### src/rtl/johnson_seq_monitor.sv
// Decodes samples from a 4-bit Johnson counter, tracks lock on the legal code sequence,
// flags out-of-sequence codes, and counts completed revolutions and errors.
module johnson_seq_monitor (
    input  logic       Clk,
    input  logic       Clr,
    input  logic       En,
    input  logic [3:0] Q,
    output logic [2:0] Idx,
    output logic [7:0] OneHot,
    output logic       Valid,
    output logic       Illegal,
    output logic       SeqErr,
    output logic       Locked,
    output logic [7:0] Rev,
    output logic [3:0] ErrCnt
);
    typedef enum logic [1:0] {ST_IDLE, ST_TRACK, ST_LOCKED} state_t;

    state_t     r_state;
    logic [3:0] r_prev;
    logic [1:0] r_good;
    logic [2:0] r_idx;
    logic [7:0] r_onehot;
    logic       r_valid;
    logic       r_illegal;
    logic       r_seq_err;
    logic       r_locked;
    logic [7:0] r_rev;
    logic [3:0] r_err_cnt;

    logic       w_legal;
    logic [2:0] w_idx;
    logic [3:0] w_succ;
    logic       w_is_succ;
    logic       w_is_stall;

    always_comb begin
        w_legal = 1'b1;
        w_idx   = 3'd0;
        case (Q)
            4'b0000: w_idx = 3'd0;
            4'b1000: w_idx = 3'd1;
            4'b1100: w_idx = 3'd2;
            4'b1110: w_idx = 3'd3;
            4'b1111: w_idx = 3'd4;
            4'b0111: w_idx = 3'd5;
            4'b0011: w_idx = 3'd6;
            4'b0001: w_idx = 3'd7;
            default: w_legal = 1'b0;
        endcase
    end

    assign w_succ     = {~r_prev[0], r_prev[3:1]};
    assign w_is_succ  = (Q == w_succ);
    assign w_is_stall = (Q == r_prev);

    always_ff @(posedge Clk) begin
        if (Clr) begin
            r_state   <= ST_IDLE;
            r_prev    <= 4'b0000;
            r_good    <= 2'd0;
            r_idx     <= 3'd0;
            r_onehot  <= 8'd0;
            r_valid   <= 1'b0;
            r_illegal <= 1'b0;
            r_seq_err <= 1'b0;
            r_locked  <= 1'b0;
            r_rev     <= 8'd0;
            r_err_cnt <= 4'd0;
        end else begin
            r_seq_err <= 1'b0;
            if (En) begin
                r_prev    <= Q;
                r_valid   <= w_legal;
                r_illegal <= ~w_legal;
                r_idx     <= w_legal ? w_idx : 3'd0;
                r_onehot  <= w_legal ? (8'd1 << w_idx) : 8'd0;
                case (r_state)
                    ST_IDLE: begin
                        if (w_legal) begin
                            r_state <= ST_TRACK;
                            r_good  <= 2'd0;
                        end
                    end
                    ST_TRACK: begin
                        if (!w_legal) begin
                            r_state <= ST_IDLE;
                            r_good  <= 2'd0;
                        end else if (w_is_succ) begin
                            if (r_good == 2'd1) begin
                                r_state  <= ST_LOCKED;
                                r_locked <= 1'b1;
                                r_good   <= 2'd0;
                            end else begin
                                r_good <= r_good + 2'd1;
                            end
                        end else if (!w_is_stall) begin
                            r_good <= 2'd0;
                        end
                    end
                    ST_LOCKED: begin
                        if (w_is_succ || w_is_stall) begin
                            // 0001 -> 0000 closes one full turn of the counter
                            if (w_is_succ && r_prev == 4'b0001)
                                r_rev <= r_rev + 8'd1;
                        end else begin
                            r_seq_err <= 1'b1;
                            r_locked  <= 1'b0;
                            r_good    <= 2'd0;
                            r_state   <= w_legal ? ST_TRACK : ST_IDLE;
                            if (r_err_cnt != 4'd15)
                                r_err_cnt <= r_err_cnt + 4'd1;
                        end
                    end
                    default: begin
                        r_state  <= ST_IDLE;
                        r_locked <= 1'b0;
                        r_good   <= 2'd0;
                    end
                endcase
            end
        end
    end

    assign Idx     = r_idx;
    assign OneHot  = r_onehot;
    assign Valid   = r_valid;
    assign Illegal = r_illegal;
    assign SeqErr  = r_seq_err;
    assign Locked  = r_locked;
    assign Rev     = r_rev;
    assign ErrCnt  = r_err_cnt;
endmodule

### config.mk
export PLATFORM = sky130hd
export DESIGN_NAME = johnson_seq_monitor
export DESIGN_NICKNAME = d
export VERILOG_FILES = /design/src/rtl/johnson_seq_monitor.sv
export SDC_FILE = /design/constraint.sdc
export NUM_CORES = 1
export LEC_CHECK = 0
export CAP_MARGIN = 20
export CORE_UTILIZATION = 50
export DETAILED_ROUTE_END_ITERATION = 12
export GPL_ROUTABILITY_DRIVEN = 0
export PLACE_DENSITY = 0.76
export RECOVER_POWER = 100
export SYNTH_ARGS = -nofsm -noshare
export SYNTH_HDL_FRONTEND = slang
export SYNTH_SLANG_ARGS = --single-unit
### constraint.sdc
create_clock -name Clk -period 2.2 [get_ports Clk]
set_input_delay 0.44 -clock Clk [delete_from_list [all_inputs] [get_ports Clk]]
set_output_delay 0.44 -clock Clk [all_outputs]
set_load 0.01 [all_outputs]
==> flow_summary_export.csv, run 1 <==
group,metric,value,unit
outcome,status,"finished, final reports clean",
drt,vias_per_cell,5.32,
sta,setup_viol,0,
sta,rsz0062_at_grt,"false",
pwr,p_leak,0.844,nW
sta,hold_slack,0.477,ns
worst_setup_path,crit_top_cell,"a21oi_1",
synth,synth.cell_area,1670,um^2
drt,dr_wl_met2,1.95,mm
drt,drt_wl_total,3.96,mm
synth,yosysWarnings,0,
sta,fin_skew,0.0122,ns
finish,diodes,0,
place,place_inst,273,
worst_setup_path,cp.required,2.43,ns
grt,grt_max_degree,22,
finish,fin_area,2150,um^2
synth,yosysMostFrequentCell,"dfxtp_1",
synth,yosysSeqAreaShare,41.9,%
worst_setup_path,crit_slowest_cell,"clkbuf_1",
synth,synthArstFlopShare,0,%
grt,grt_first_pass_wirelength,6.56,mm
worst_setup_path,start_kind,"input pin",
synth,yosys.area.top_type_share,41.9,%
place,dpl-instance-area,2100,um^2
clock_network,cts_buffers,5,
finish,area.sequential,701,um^2
pwr,switchingPower,0.306,mW
synth,synth_area_leaders,"dfxtp_1 (42%), xnor2_1 (7.3%), nor2_1 (7.0%)",
pwr,total_power,1.21,mW
floorplanning,rows,20,
worst_setup_path,worstPathArrival,2.32,ns
floorplanning,dieArea,3580,um^2
clock_network,cts_resized,0,
synth,ys_types,39,
synth,avgSynthCellArea,8.67,um^2
clock_network,htree_levels,2,
pwr,switching_share,25.3,%
finish,fin_cells,281,
clock_network,clock_path_buffers,2,
drt,drc,0,
pwr,pwr-share-comb,12.4,%
sta,min_period,2.09,ns
synth,synth_top_area_cell,"dfxtp_1",
pwr,seqPwrFrac,54.4,%
place,io_buffer_count,33,
sta,fin_crit_sh,94.9,%
pwr,clkPwrFrac,33.1,%
drt,via_count,1494,
pwr,ir_worst_vdd,0.349,mV
drt,drt_pass1_iterations,4,
sta,hold_viol_final,0,
pwr,internal_power,0.906,mW
sta,final-max-slew-violation-count,0,
floorplanning,die_w,59.8,um
worst_setup_path,path_max_fanout,16,
grt,grt_usage,24.7,%
synth,postSynthCellCount,193,
floorplanning,io-pin-count,34,
synth,ys.flop_type,"dfxtp_1",
drt,route.met3.wl,150,um
sta,tightest_slew,0.915,ns
run,maxCapViolCount,0,
worst_setup_path,path_cells,"dlygate4sd3_1 -> clkbuf_1 -> nand2_1 -> a21oi_1 -> a21oi_1 -> a211oi_1",
sta,slew_headroom,39.0,%
finish,drive_above_1_share,10.5,%
finish,area_growth_syn_to_layout,28.4,%
finish,nNetsFinal,245,
grt,overflow,0,
worst_setup_path,cpPeakStageDelay,0.71,ns
worst_setup_path,crit_family,"buffers and inverters",
finish,n_fill_cell,269,
clock_network,cts_root_buf,"clkbuf_4",
clock_network,post-cts-setup-buffer-count,0,
pwr,power_density,564,nW/um^2
drt,wirelength_met1,1.82,mm
synth,synth_top_cells_by_count,"dfxtp_1 (35), nor2_1 (31), a21oi_1 (17)",
drt,routedWlPerCell,14.1,um
worst_setup_path,crit_buf_inv,2,
finish,multi_input_area,876,um^2
hold_path,hp-class,"flop to flop",
worst_setup_path,critPathKind,"input pin to flop",
synth,synth-edff-count,0,
sta,fmax,479,MHz
synth,ys_ff_latch,35,
floorplanning,core_area,3100,um^2
floorplanning,die_y,59.8,um
place,dp_hpwl,3.01,mm
grt,first_global_vias,1488,
clock_network,cts_sinks,35,
worst_setup_path,worst_setup_path_end_kind,"flop",
drt,dr.max_layer_used,"met4",
grt,antenna_found_initial,0,
synth,synth_fp_nets,202,
clock_network,cts.clk_slew.worst_paths,0.11,ns
floorplanning,initial_utilization,53.9,%
clock_network,cts_tree,"done",
drt,drt_first_iter_violations,125,
clock_network,clk-insertion-delay-late,0.33,ns
drt,ant_nets,0,
clock_network,ctsHoldBuffers,0,
[cell usage in the layout, fill, tap and decap left out, types with 2 or more instances in the layout]
master,n
nand2b_1,4
nand2_1,11
a21oi_1,17
xnor2_1,14
clkbuf_1,3
xor2_1,2
nor3b_1,2
dfxtp_1,35
a211oi_1,5
nor4_2,3
clkbuf_4,5
nand3_1,6
buf_4,11
clkbuf_8,2
or3_1,2
nor2b_1,2
inv_1,4
nor2_1,31
and2_0,2
mux2i_1,8
o21ai_0,6
nand4_1,5
dlygate4sd3_1,28
nor3_1,7
ha_1,2
clkdlybuf4s50_1,5
[layout make-up]
cell class | count | share of cell area (%)
clock buffers | 7 | 3.03
well taps | 44 | 2.56
inverters | 4 | 0.699
flip-flops and latches | 35 | 32.6
clock inverters | 1 | 0.349
multi-input cells | 142 | 40.8
repair buffers | 48 | 20.0
[per-stage QoR]
step / setup slack, ns / TNS (ns) / util (%)
3_3_place_gp: -0.0414 / -0.0538 / 67.8
2_1_floorplan: 0.526 / 0 / -
5_1_grt: 0.0178 / 0 / 69.2
4_1_cts: 0.178 / 0 / 70.2
3_5_place_dp: -0.176 / -0.750 / 67.8
6_report: 0.111 / 0 / 69.2
[state kept, by name (all words and copies together) (netlist names)]
| name | count |
|---|---|
| r_state | 2 |
| r_prev | 4 |
| OneHot | 8 |
| Rev | 8 |
| Valid | 1 |
| Idx | 3 |
| SeqErr | 1 |
| Locked | 1 |
| Illegal | 1 |
| r_good | 2 |
| ErrCnt | 4 |
[routing by layer]
metal / track usage, % / up-vias
met5: 0 / -
met4: 11.6 / 0
met3: 4.98 / 4
met2: 39.8 / 39
met1: 31.4 / 698
li1: - / 753
[cells by family (layout without fill, tap and decap cells)]
kind of cell | count (synthesis) | in the layout | synth area share, %
simple gates | 84 | 84 | 27.4
fa+ha+maj | 2 | 2 | 1.50
mux | 8 | 8 | 4.79
xor+xnor | 16 | 16 | 8.38
flops | 35 | 35 | 41.9
buf+inv | 16 | 60 | 4.86
compound gates | 32 | 32 | 11.1
[worst paths after layout]
path,startpoint,end,slack [ns],depth (start not counted)
min reg2reg,OneHot[1],OneHot[1],0.48,2
max reg2reg,r_prev[0],ErrCnt[1],0.48,7
min,OneHot[1],OneHot[1],0.48,2
max,En,Locked,0.11,6
[worst register-to-register path: stages (launching register included)]
cell,delay (ns)
dfxtp_1,0.42
xor2_1,0.18
nand4_1,0.19
clkbuf_2,0.25
nand4_2,0.13
clkbuf_1,0.19
mux2i_1,0.20
nor2_1,0.06
[power by group through the flow]
stage / logic [mW] / registers, mW / clock network [mW]
2_1_floorplan: 0.0944 / 0.677 / 0
3_3_place_gp: 0.152 / 0.673 / 0
3_5_place_dp: 0.157 / 0.674 / 0
4_1_cts: 0.159 / 0.660 / 0.413
5_1_grt: 0.164 / 0.662 / 0.446
6_report: 0.151 / 0.660 / 0.402
Note: power is estimated with default switching activity, not from simulation.
==> run 2: changes to the inputs <==
- CTS_CLUSTER_SIZE: not set -> 16
==> results of run 2 <==
No change in the layout: final DEF, timing and power equal those of run 1.
